File: config.mk
export PLATFORM = sky130hd
export DESIGN_NAME = timing_control_unit
export DESIGN_NICKNAME = d
export VERILOG_FILES = /design/src/rtl/timing_control_unit.sv
export SDC_FILE = /design/constraint.sdc
export NUM_CORES = 1
export LEC_CHECK = 0
export BUFFER_PORTS_ARGS = -buffer_cell sky130_fd_sc_hd__buf_4
export CORE_UTILIZATION = 46
export DETAILED_ROUTE_END_ITERATION = 10
export MAX_ROUTING_LAYER = met4
export PLACE_DENSITY = 0.76
export SYNTH_ARGS = -nofsm -noshare
export SYNTH_HDL_FRONTEND = slang
export SYNTH_SLANG_ARGS = --single-unit
File: constraint.sdc
create_clock -name CLK -period 3.57 [get_ports CLK]
set_input_delay 1.071 -clock CLK [delete_from_list [all_inputs] [get_ports CLK]]
set_output_delay 1.071 -clock CLK [all_outputs]
set_load 0.02 [all_outputs]
File: src/rtl/timing_control_unit.sv
// rtl/timing_control_unit.sv - one-hot timing bus consumer: fetch/decode/execute sequencing and timing-sequence checker
module timing_control_unit #(
  parameter int T_WIDTH   = 16,
  parameter int CNT_WIDTH = 8
) (
  input  logic                 CLK,
  input  logic                 CLR,
  input  logic [T_WIDTH-1:0]   t_in,
  input  logic [15:0]          ir_in,
  input  logic                 start,
  output logic                 sc_clr,
  output logic [3:0]           t_idx,
  output logic                 fetch_ar,
  output logic                 fetch_ir,
  output logic                 decode,
  output logic                 indirect,
  output logic                 exec_en,
  output logic                 instr_done,
  output logic [CNT_WIDTH-1:0] icount,
  output logic                 seq_err,
  output logic [1:0]           state
);

  typedef enum logic [1:0] {
    S_IDLE  = 2'd0,
    S_FETCH = 2'd1,
    S_EXEC  = 2'd2,
    S_ERROR = 2'd3
  } state_t;

  state_t               state_q, state_d;
  logic [3:0]           exp_idx_q, exp_idx_d;
  logic [2:0]           op_q, op_d;
  logic                 i_q, i_d;
  logic                 done_q, done_d;
  logic [CNT_WIDTH-1:0] icount_q, icount_d;
  logic                 err_q, err_d;

  logic       t_valid;
  logic       seq_bad;
  logic       is_io;
  logic [3:0] last_step;
  logic       unused_ir;

  assign unused_ir = ^ir_in[11:0];

  // Lowest set bit wins so a multi-hot bus still yields a defined index.
  always_comb begin
    t_idx = 4'd0;
    for (int b = T_WIDTH - 1; b >= 0; b--) begin
      if (t_in[b]) t_idx = 4'(b);
    end
  end

  assign t_valid = $onehot(t_in);
  assign seq_bad = !t_valid || (t_idx != exp_idx_q);
  assign is_io   = (op_q == 3'd7);

  always_comb begin
    case (op_q)
      3'd7:       last_step = 4'd3;
      3'd3, 3'd4: last_step = 4'd4;
      3'd6:       last_step = 4'd6;
      default:    last_step = 4'd5;
    endcase
  end

  always_comb begin
    sc_clr   = 1'b0;
    fetch_ar = 1'b0;
    fetch_ir = 1'b0;
    decode   = 1'b0;
    indirect = 1'b0;
    exec_en  = 1'b0;
    case (state_q)
      S_FETCH: begin
        fetch_ar = t_in[0];
        fetch_ir = t_in[1];
        decode   = t_in[2];
      end
      S_EXEC: begin
        indirect = t_in[3] & i_q & !is_io;
        exec_en  = is_io ? t_in[3] : (t_idx >= 4'd4);
        sc_clr   = (t_idx == last_step);
      end
      default: sc_clr = 1'b1;
    endcase
  end

  always_comb begin
    state_d   = state_q;
    exp_idx_d = exp_idx_q;
    op_d      = op_q;
    i_d       = i_q;
    done_d    = 1'b0;
    icount_d  = icount_q;
    err_d     = err_q;
    case (state_q)
      S_IDLE: begin
        exp_idx_d = 4'd0;
        if (start) state_d = S_FETCH;
      end
      S_FETCH: begin
        exp_idx_d = t_idx + 4'd1;
        if (seq_bad) begin
          state_d = S_ERROR;
          err_d   = 1'b1;
        end else if (t_in[2]) begin
          // op_reg only becomes valid after this edge, hence decode reads ir_in.
          op_d    = ir_in[14:12];
          i_d     = ir_in[15];
          state_d = S_EXEC;
        end
      end
      S_EXEC: begin
        exp_idx_d = sc_clr ? 4'd0 : t_idx + 4'd1;
        if (seq_bad) begin
          state_d = S_ERROR;
          err_d   = 1'b1;
        end else if (sc_clr) begin
          done_d   = 1'b1;
          icount_d = icount_q + 1'b1;
          state_d  = start ? S_FETCH : S_IDLE;
        end
      end
      default: err_d = 1'b1;
    endcase
  end

  always_ff @(posedge CLK or posedge CLR) begin
    if (CLR) begin
      state_q   <= S_IDLE;
      exp_idx_q <= 4'd0;
      op_q      <= 3'd0;
      i_q       <= 1'b0;
      done_q    <= 1'b0;
      icount_q  <= '0;
      err_q     <= 1'b0;
    end else begin
      state_q   <= state_d;
      exp_idx_q <= exp_idx_d;
      op_q      <= op_d;
      i_q       <= i_d;
      done_q    <= done_d;
      icount_q  <= icount_d;
      err_q     <= err_d;
    end
  end

  assign instr_done = done_q;
  assign icount     = icount_q;
  assign seq_err    = err_q;
  assign state      = state_q;

endmodule

Yosys cells after proc, flatten, opt, wreduce, memory -nomap -nowiden

Cells that the tools add are included.

Flip-flop bits (word level): 20
Bits of input ports: 35
Output and inout bits: 22
Logic and storage cells: 91

Add/subtract/negate cells: 17
$lt $le $gt $ge: 1
Equal/unequal tests: 13
Muxes and demuxes: 38
Bitwise operators: 4
Reduce and logical (&&, ||, !) cells: 11

Operators with widths:

| cell                  | count |
|---|---|
| $mux W4               | 17 |
| $add A1 B1 Y2         | 8 |
| $add A2 B2 Y3         | 4 |
| $pmux W4 S3           | 1 |
| $mux W1               | 11 |
| $mux W2               | 5 |
| $eq A3 B3 Y1 const B  | 3 |
| $pmux W3 S3           | 1 |
| $add A3 B3 Y4         | 2 |
| $add A8 B1 Y8 const B | 1 |
| $ne A3 B3 Y1 const B  | 2 |
| $pmux W2 S3           | 1 |
| $reduce_and A3 Y1     | 2 |
| $add A4 B4 Y5         | 1 |
| $eq A5 B1 Y1 const B  | 1 |
| $add A4 B1 Y4 const B | 1 |
| $eq A4 B4 Y1          | 1 |
| $ge A4 B3 Y1 const B  | 1 |
| $ne A4 B4 Y1          | 1 |
| $pmux W1 S2           | 2 |
| $reduce_and A4 Y1     | 1 |
| $reduce_or A2 Y1      | 2 |
| $eq A3 B2 Y1 const B  | 1 |
| $reduce_bool A3 Y1    | 1 |
| 10 further kinds      | 13 |

Depth between registers and ports, before layout

Gate-level depths: netlist of run 1.

Depth after elaboration: 21
Gate-level depth with buffers: 18
Gate-level depth less buffers: 17

Worst setup path before layout of run 1

Ideal clock, no wire load.

Kind: input to register
Start: in t_in[5]
End: reg icount_q[7] (netlist: icount[7])
Library setup time: 0.079 ns
Arrival: 5.366 ns
Data required time: 3.491 ns
Path slack: -1.876 ns
Stages on the path: 17
Path buffers: 1
Cells stage by stage: inv_1 fa_1 inv_1 fa_1 fa_1 inv_1 fa_1 inv_1 ha_1 fa_1 nor4b_1 nand3_1 nand4b_1 or4_1 buf_4 nor3_4 xor2_1

Cells in the longest elaborated chain, start to end: 10
Elaborated cells between the ends (all ways): 18
Those cells by class: 4 x add/sub; 3 x eq/ne; 7 x mux; 1 x bitwise; 3 x reduce/logical

Ends and longest elaborated chain:

| element                                                               | line | source |
|---|---|---|
| from (decl)                                                           | 8    | `input logic [T_WIDTH-1:0] t_in,` |
| parallel branches: the longest is 9 deep, another holds $add A4 B4 Y5 | --   |  |
| $reduce_and A3 Y1 (no source line) (*)                                | --   |  |
| to (signal assigned)                                                  | 145  | `icount_q <= icount_d;` |
| to (decl)                                                             | 36   | `logic [CNT_WIDTH-1:0] icount_q, icount_d;` |

Every way passes the cells marked *.
A chain may end at the register's enable or synchronous reset.

Worst setup path after layout of run 1

Start: in t_in[11]
End: reg state_q[0] (netlist: state[0])

Cells in the longest elaborated chain, start to end: 16
Elaborated cells between the ends (all ways): 28
Those cells by class: 4 x add/sub; 5 x eq/ne; 16 x mux; 3 x reduce/logical

Ends and longest elaborated chain:

| element                                                                  | line   | source |
|---|---|---|
| $mux W4 (12 in series)                                                   | 51     | `if (t_in[b]) t_idx = 4'(b);` |
| $eq A4 B4 Y1 / $ne A4 B4 Y1 (equally long branches)                      | 84, 56 |  |
| $pmux W1 S2 / $logic_or A1 B1 Y1 (equally long branches)                 | 75, 56 |  |
| $ne A3 B3 Y1 (no source line) (tied with other cells)                    | --     |  |
| $reduce_and A4 Y1 (no source line) / $pmux W2 S3 (equally long branches) | --     |  |
| to (signal assigned)                                                     | 140    | `state_q <= state_d;` |
| to (decl)                                                                | 31     | `state_t state_q, state_d;` |

Several ways; a longest one is shown, not always the timed one.

==> results.txt, run 1 <==
----------------------------------------------------
[Routing]
  Initial DRT Pass Iterations ... 4
  Wire per inst ... 16.02 µm
  Via density per instance ... 5.346
  Wire length after detailed routing ... 5463 µm
  Remaining number of nets flagged by the antenna check after routing ... 0
  Overall via count from detail_route ... 1823
  Number of DRC markers after the initial detailed-route iteration ... 128
  Number of design rule violations left after detail routing ... 0

[Logic synthesis]
  Number of synthesized register bits ... 20
  Xor and xnor area share after synthesis ... 6.965%
  Post-synthesis average cell area ... 9.169 µm²
  Cell variety after synth ... 46
  Largest family of logic cells by synthesized area ... adder cells
  Fraction of synthesis flops using an asynchronous set or reset pin ... 100.0%
  Number of flops mapped to enable cells by yosys ... 0
  Seq/Total Area, Yosys ... 28.43%
  Dominant synthesized flop cell ... sky130_fd_sc_hd__dfrtp_1
  YS warnings ... 0
  Synth Cell Area ... 0.001760 mm²
  Cells after synthesis ... 192
  Multiplexer area fraction after synthesis ... 4.407%
  Net count of the mapped netlist ... 248
  Synth Area in Adders ... 19.19%
  Synthesized-area fraction occupied by and/or/nand/nor cells ... 18.27%
  Compound-gate portion of the synthesized area ... 15.07%

[Die]
  Height of the die ... 63.87 µm
  Cell row count ... 22
  Total I/O pin count ... 57
  Core Footprint ... 0.003661 mm²
  Floorplan die area ... 0.004079 mm²
  Die span in x ... 63.87 µm
  Initial Util ... 48.09%

[Worst setup path]
  Nature of the critical path startpoint ... input pin
  Crit path kind ... input pin to register
  Critical Path AT ... 5.47 ns
  Critical path data required time ... 3.73 ns
  Kind of end point of the critical path ... register
  Reg-to-reg setup timing slack ... 1.18 ns
  Maximum net fanout on the critical path ... 3

[Timing]
  Unrepaired setup endpoints after global routing ... yes
  Crit share post-route ... 148.7%
  Hold_ws ... 0.4961 ns
  Final critical delay including setup and external delays ... 5.307 ns
  Count of final setup violators ... 19
  Setup slack of the critical path after layout ... -1.737 ns
  Top achievable clock speed ... 0.1884 GHz
  Max-Slew Margin vs Limit ... 48.99%
  Final number of hold-violating endpoints ... 0
  Transition time of the tightest slew-check pin ... 0.7644 ns
  Fin Clk Skew ... 0.002738 ns
  Pins over their slew limit ... 0

[Global route]
  Vias in the first global route ... 1916
  Met1 routing resource usage after global routing ... 37.09%
  Total Routing Usage GR ... 29.93%
  Antenna violations before repair ... 0
  First-pass GRT wire length ... 9073 µm
  Total grt overflow ... 0
  Met2 Track Usage GR ... 49.34%
  Largest net degree at the start of global routing ... 21
  Global route hottest layer ... met2
  Grt met3 use ... 3.571%

[Power]
  Pwr Total ... 1.359 mW
  Pwr/cell area ... 472.6 mW/mm²
  LEAKAGE ... 1.469 nW
  Worst voltage drop across the vdd grid ... 0.0003790 V

[Cells and area]
  Diode count ... 0
  Post-synthesis to final-layout area growth ... 63.33%
  Layout cell share with drive strength beyond 1 ... 48.46%
  Post-layout net count ... 350

[Clock tree]
  Clk_lat worst skew ... 0.27 ns
  Inserted Clock Buffers ... 3
  Number of buffers between clock root and the deepest sink ... 2
  Clock transition time at the flip-flop clock pins of the worst setup and hold paths ... 0.08 ns
  CTS tree ... yes
  # clock sinks ... 20
  CTS Root Cell ... sky130_fd_sc_hd__clkbuf_8
  Htree depth ... 1

[Place]
  Final HPWL DP ... 3842 µm
  Buffers added on ports ... 44
  Final weighted congestion of routability-driven global placement ... 0.8640

[Job]
  Maximum capacitance violations ... 0

[Status]
  Result of the run ... complete, but fails checks
  Violated checks ... negative setup slack

[Worst hold path]
  HP Class ... register to register

----------------------------------------------------
[cell usage after synthesis, drive strengths merged, types with 2 or more instances]
library cell | n | share of area [%]
a21oi | 7 | 2.0
and2 | 2 | 0.71
and3 | 2 | 0.71
and4 | 2 | 1.1
dfrtp | 20 | 28
fa | 10 | 11
ha | 11 | 7.8
inv | 34 | 7.2
mux2 | 6 | 3.8
nand2 | 10 | 2.1
nand2b | 2 | 0.71
nand3 | 7 | 2.0
nand4b | 2 | 1.0
nor2 | 18 | 3.8
nor2b | 2 | 0.71
nor3 | 2 | 1.2
nor4 | 2 | 1.1
o211ai | 3 | 1.3
o21ai | 12 | 3.4
or4 | 4 | 1.9
xnor2 | 4 | 2.0
xor2 | 10 | 5.0
[registers in the layout (all words and copies together) (netlist names)]
signal / flops
exp_idx_q: 4
i_q: 1
icount: 8
instr_done: 1
op_q: 3
seq_err: 1
state: 2
[metal layers]
layer | vias to the layer above | routed length [µm]
li1 | 857 | -
met1 | 879 | 2239
met2 | 74 | 2811
met3 | 13 | 260
met4 | 0 | 152
met5 | - | 0
[critical path, stage by stage]
cell and delay [ns]:
sky130_fd_sc_hd__buf_6 0.10, sky130_fd_sc_hd__fa_1 0.53, sky130_fd_sc_hd__inv_1 0.05, sky130_fd_sc_hd__fa_1 0.47, sky130_fd_sc_hd__inv_1 0.05, sky130_fd_sc_hd__fa_1 0.50
sky130_fd_sc_hd__inv_2 0.04, sky130_fd_sc_hd__fa_1 0.47, sky130_fd_sc_hd__inv_1 0.05, sky130_fd_sc_hd__ha_2 0.18, sky130_fd_sc_hd__fa_1 0.45, sky130_fd_sc_hd__nor4b_2 0.22
sky130_fd_sc_hd__nand3_1 0.10, sky130_fd_sc_hd__nand4b_1 0.24, sky130_fd_sc_hd__buf_4 0.20, sky130_fd_sc_hd__buf_6 0.12, sky130_fd_sc_hd__buf_6 0.11, sky130_fd_sc_hd__nor2_4 0.11
sky130_fd_sc_hd__o22ai_2 0.11, sky130_fd_sc_hd__mux2_4 0.31
[where the power goes]
group	internal, mW	switching, mW
logic	0.408	0.454
registers	0.268	0.0486
clock network	0.0986	0.0815
total	0.774	0.584
[path summary, 6_finish.rpt]
kind / startpoint / endpoint / cells past startpoint
max: t_in[11] / state[0]$_DFFE_PP0P_ / 20
min: icount[4]$_DFFE_PP0P_ / icount[4]$_DFFE_PP0P_ / 1
max reg2reg: op_q[1]$_DFFE_PP0P_ / icount[7]$_DFFE_PP0P_ / 8
min reg2reg: icount[4]$_DFFE_PP0P_ / icount[4]$_DFFE_PP0P_ / 1
max in group asynchronous: CLR / exp_idx_q[2]$_DFFE_PP0P_ / 2
min in group asynchronous: CLR / icount[1]$_DFFE_PP0P_ / 2
[area by class of cell]
| type | count | area, µm² |
|---|---|---|
| clock buffers | 4 | 55.05 |
| repair buffers | 98 | 799.5 |
| multi-input cells | 137 | 1323 |
| well taps | 48 | 60.06 |
| flip-flops and latches | 20 | 500.5 |
| fillers | 234 | 785.8 |
| inverters | 34 | 137.6 |
[what timing repair did]
item                       CTS  global route
hold buffers                 0             0
setup endpoints to repair   20            19
gates resized for setup     45            14
pin swaps                   17             3
buffers inserted            12             3
[cells by family (layout without fill, tap and decap cells)]
logic type	count (synthesis)	count (layout)
buffers and inverters	35	136
AO/OA/AOI/OAI	37	37
AND/OR/NAND/NOR	58	58
XOR/XNOR	14	14
flip-flops	20	20
multiplexers	7	7
adder cells (fa/ha/maj)	21	21
[through the flow]
step	cell area (µm²)	setup TNS, ns	utilization, %	cells	setup slack, ns
finish	2875	-26.79	78.54	341	-1.737
global route	2875	-29.50	78.54	341	-1.904
CTS	2830	-26.07	77.31	341	-1.684
detailed placement	2505	-31.65	68.42	326	-2.009
global placement	2505	-30.40	68.42	326	-1.891
floorplan	1803	-25.48	-	192	-1.673
[placed cells by master, fill, tap and decap left out, types with 3 or more instances in the layout]
master and instances:
sky130_fd_sc_hd__o211ai_1 3, sky130_fd_sc_hd__o21ai_0 11, sky130_fd_sc_hd__fa_1 10, sky130_fd_sc_hd__ha_1 10, sky130_fd_sc_hd__xor2_1 10, sky130_fd_sc_hd__a21oi_2 4, sky130_fd_sc_hd__nand3_1 7, sky130_fd_sc_hd__nor2_4 5
sky130_fd_sc_hd__nor2_1 12, sky130_fd_sc_hd__clkbuf_8 4, sky130_fd_sc_hd__buf_4 83, sky130_fd_sc_hd__mux2_4 5, sky130_fd_sc_hd__inv_1 31, sky130_fd_sc_hd__dfrtp_1 20, sky130_fd_sc_hd__a21oi_1 3, sky130_fd_sc_hd__or4_4 4
sky130_fd_sc_hd__buf_6 13, sky130_fd_sc_hd__nand2_1 10, sky130_fd_sc_hd__xnor2_1 3
(Power assumes the default switching activity.)
==> run 2, diff against run 1 <==
- CORE_UTILIZATION: 46 -> 45
- CTS_CLUSTER_DIAMETER: default -> 200
- PLACE_DENSITY: 0.76 -> 0.75
==> results.txt, run 2 (synthesis results as in run 1) <==
----------------------------------------------------
[Status]
  Result of the run ... complete, but fails checks
  Violated checks ... negative setup slack

[Power]
  Relative contribution of sequential cells to total power ... 24.6%
  LEAKAGE ... 1.415 nW
  Logic pwr share ... 62.1%
  Internal portion of total power ... 746.9 µW
  Pwr/cell area ... 453.8 mW/mm²
  Pwr Total ... 1.279 mW
  Switching fraction of total power ... 41.61%
  Worst voltage drop across the vdd grid ... 0.0003314 V
  Net load switching power ... 532.4 µW
  Part of the power in the clock network ... 13.3%

[Worst setup path]
  Stage delay of the slowest cell on the critical path ... 0.56 ns
  Kind of end point of the critical path ... register
  Critical path data required time ... 3.75 ns
  Critical Path AT ... 5.48 ns
  Crit path kind ... input pin to register
  Cell breakdown of the critical path ... buf_6 -> fa_1 -> inv_1 -> fa_1 -> inv_1 -> fa_1 -> inv_1 -> fa_1 -> inv_2 -> ha_4 -> fa_1 -> nor4b_2 -> nand3_1 -> nand4b_1 -> or4_4 -> nor3_4 -> xor2_1
  Maximum net fanout on the critical path ... 7
  Slowest cell on the critical path ... sky130_fd_sc_hd__or4_4
  Nature of the critical path startpoint ... input pin
  Most Frequent Cell on Critical Path ... sky130_fd_sc_hd__fa_1

[Die]
  Floorplan die area ... 0.004166 mm²
  Die span in x ... 64.55 µm
  Height of the die ... 64.55 µm
  Total I/O pin count ... 57
  Cell row count ... 22
  Core Footprint ... 0.003716 mm²
  Initial Util ... 47.37%

[Routing]
  Wire length the detailed router placed on met1 ... 2181 µm
  Total met2 wirelength after detailed routing ... 2380 µm
  Number of DRC markers after the initial detailed-route iteration ... 65
  Wire per inst ... 14.20 µm
  Remaining number of nets flagged by the antenna check after routing ... 0
  Wire length after detailed routing ... 4800 µm
  Initial DRT Pass Iterations ... 4
  Highest routed metal layer ... met4
  Number of design rule violations left after detail routing ... 0
  Overall via count from detail_route ... 1766
  Via density per instance ... 5.225
  WL met3 ... 177 µm

[Global route]
  First-pass GRT wire length ... 7790 µm
  Total Routing Usage GR ... 25.38%
  Antenna violations before repair ... 0
  Total grt overflow ... 0
  Vias in the first global route ... 1723
  Largest net degree at the start of global routing ... 21

[Cells and area]
  Layout Utilization ... 75.86%
  Post-layout instance count excluding filler cells ... 338
  Post-layout net count ... 347
  Post-synthesis to final-layout area growth ... 60.13%
  Max reg flops ... 8
  Most frequent standard cell in the layout excluding fill and tap cells ... sky130_fd_sc_hd__buf_4
  Layout cell share with drive strength beyond 1 ... 47.24%
  Diode count ... 0
  Most frequent cells in the layout ... sky130_fd_sc_hd__buf_4 (82), sky130_fd_sc_hd__inv_1 (30), sky130_fd_sc_hd__dfrtp_1 (20), sky130_fd_sc_hd__nor2_1 (14), sky130_fd_sc_hd__buf_6 (12)
  Layout fillers ... 254
  Post-route standard cell area excluding fillers ... 0.002819 mm²

[Clock tree]
  Inserted Clock Buffers ... 3
  Number of buffers between clock root and the deepest sink ... 2
  # clock sinks ... 20
  Htree depth ... 1
  CTS Root Cell ... sky130_fd_sc_hd__clkbuf_8
  Clk_lat worst skew ... 0.26 ns
  CTS tree ... yes
  Clock transition time at the flip-flop clock pins of the worst setup and hold paths ... 0.07 ns

[Timing]
  Top achievable clock speed ... 0.1890 GHz
  Transition time of the tightest slew-check pin ... 0.7188 ns
  Max-Slew Margin vs Limit ... 52.03%
  TNS Setup ... -26.56 ns
  Count of final setup violators ... 19
  Unrepaired setup endpoints after global routing ... yes
  Final number of hold-violating endpoints ... 0
  Pins over their slew limit ... 0
  Setup slack of the critical path after layout ... -1.722 ns
  Fin Clk Skew ... 0.004485 ns
  Crit share post-route ... 148.2%
  Final critical delay including setup and external delays ... 5.292 ns
  Hold_ws ... 0.4886 ns

[Place]
  Buffers added on ports ... 44
  Pre-CTS setup slack ... -2.033 ns
  Cell Area, Placed ... 0.002490 mm²
  Final weighted congestion of routability-driven global placement ... 0.8655
  Final HPWL DP ... 3516 µm
  Number of instances in the placed design ... 324

[Job]
  Maximum capacitance violations ... 0

[Worst hold path]
  HP Class ... register to register

----------------------------------------------------
-- run 2: critical path: cells and delay by family --
family,cells,cell delay [ns]
xor+xnor,1,0.16
fa+ha+maj,6,2.57
buf+inv,5,0.29
simple gates,5,1.38
-- run 2: final timing paths --
path,from,end,slack (ns),cells after the start
max in group asynchronous,CLR,exp_idx_q[0]$_DFFE_PP0P_,2.19,2
worst max register to register,op_q[1]$_DFFE_PP0P_,icount[7]$_DFFE_PP0P_,1.24,8
worst min-delay path,icount[7]$_DFFE_PP0P_,icount[7]$_DFFE_PP0P_,0.49,1
worst min register to register,icount[7]$_DFFE_PP0P_,icount[7]$_DFFE_PP0P_,0.49,1
min in group asynchronous,CLR,icount[4]$_DFFE_PP0P_,0.93,2
worst max-delay path,t_in[11],icount[7]$_DFFE_PP0P_,-1.72,17
-- run 2: what timing repair did --
item / CTS / global route
gates resized for setup: 33 / 18
setup buffers: 8 / 4
hold buffers: 0 / 0
endpoints found under the setup margin: 20 / 19
pin swaps: 11 / 7
-- run 2: final cells by class --
type,instances,area (µm²),share of cell area [%]
clock buffer,4,55.05,1.953
sequential,20,500.5,17.75
timing repair buffer,95,765.7,27.16
tap,48,60.06,2.130
multi-input combinational,137,1300,46.12
inverter,34,137.6,4.882
-- run 2: power by group through the flow --
stage	logic [mW]	clock network, mW	registers [mW]
2_1_floorplan	0.415	0	0.317
5_1_grt	0.882	0.186	0.322
4_1_cts	0.728	0.173	0.312
6_report	0.794	0.170	0.315
3_5_place_dp	0.651	0	0.314
3_3_place_gp	0.637	0	0.311
-- run 2: per-layer routing --
layer / GRT usage (%) / vias up
li1: - / 858
met1: 34.38 / 856
met2: 39.74 / 46
met3: 4.049 / 6
met4: 6.389 / 0
met5: - / -
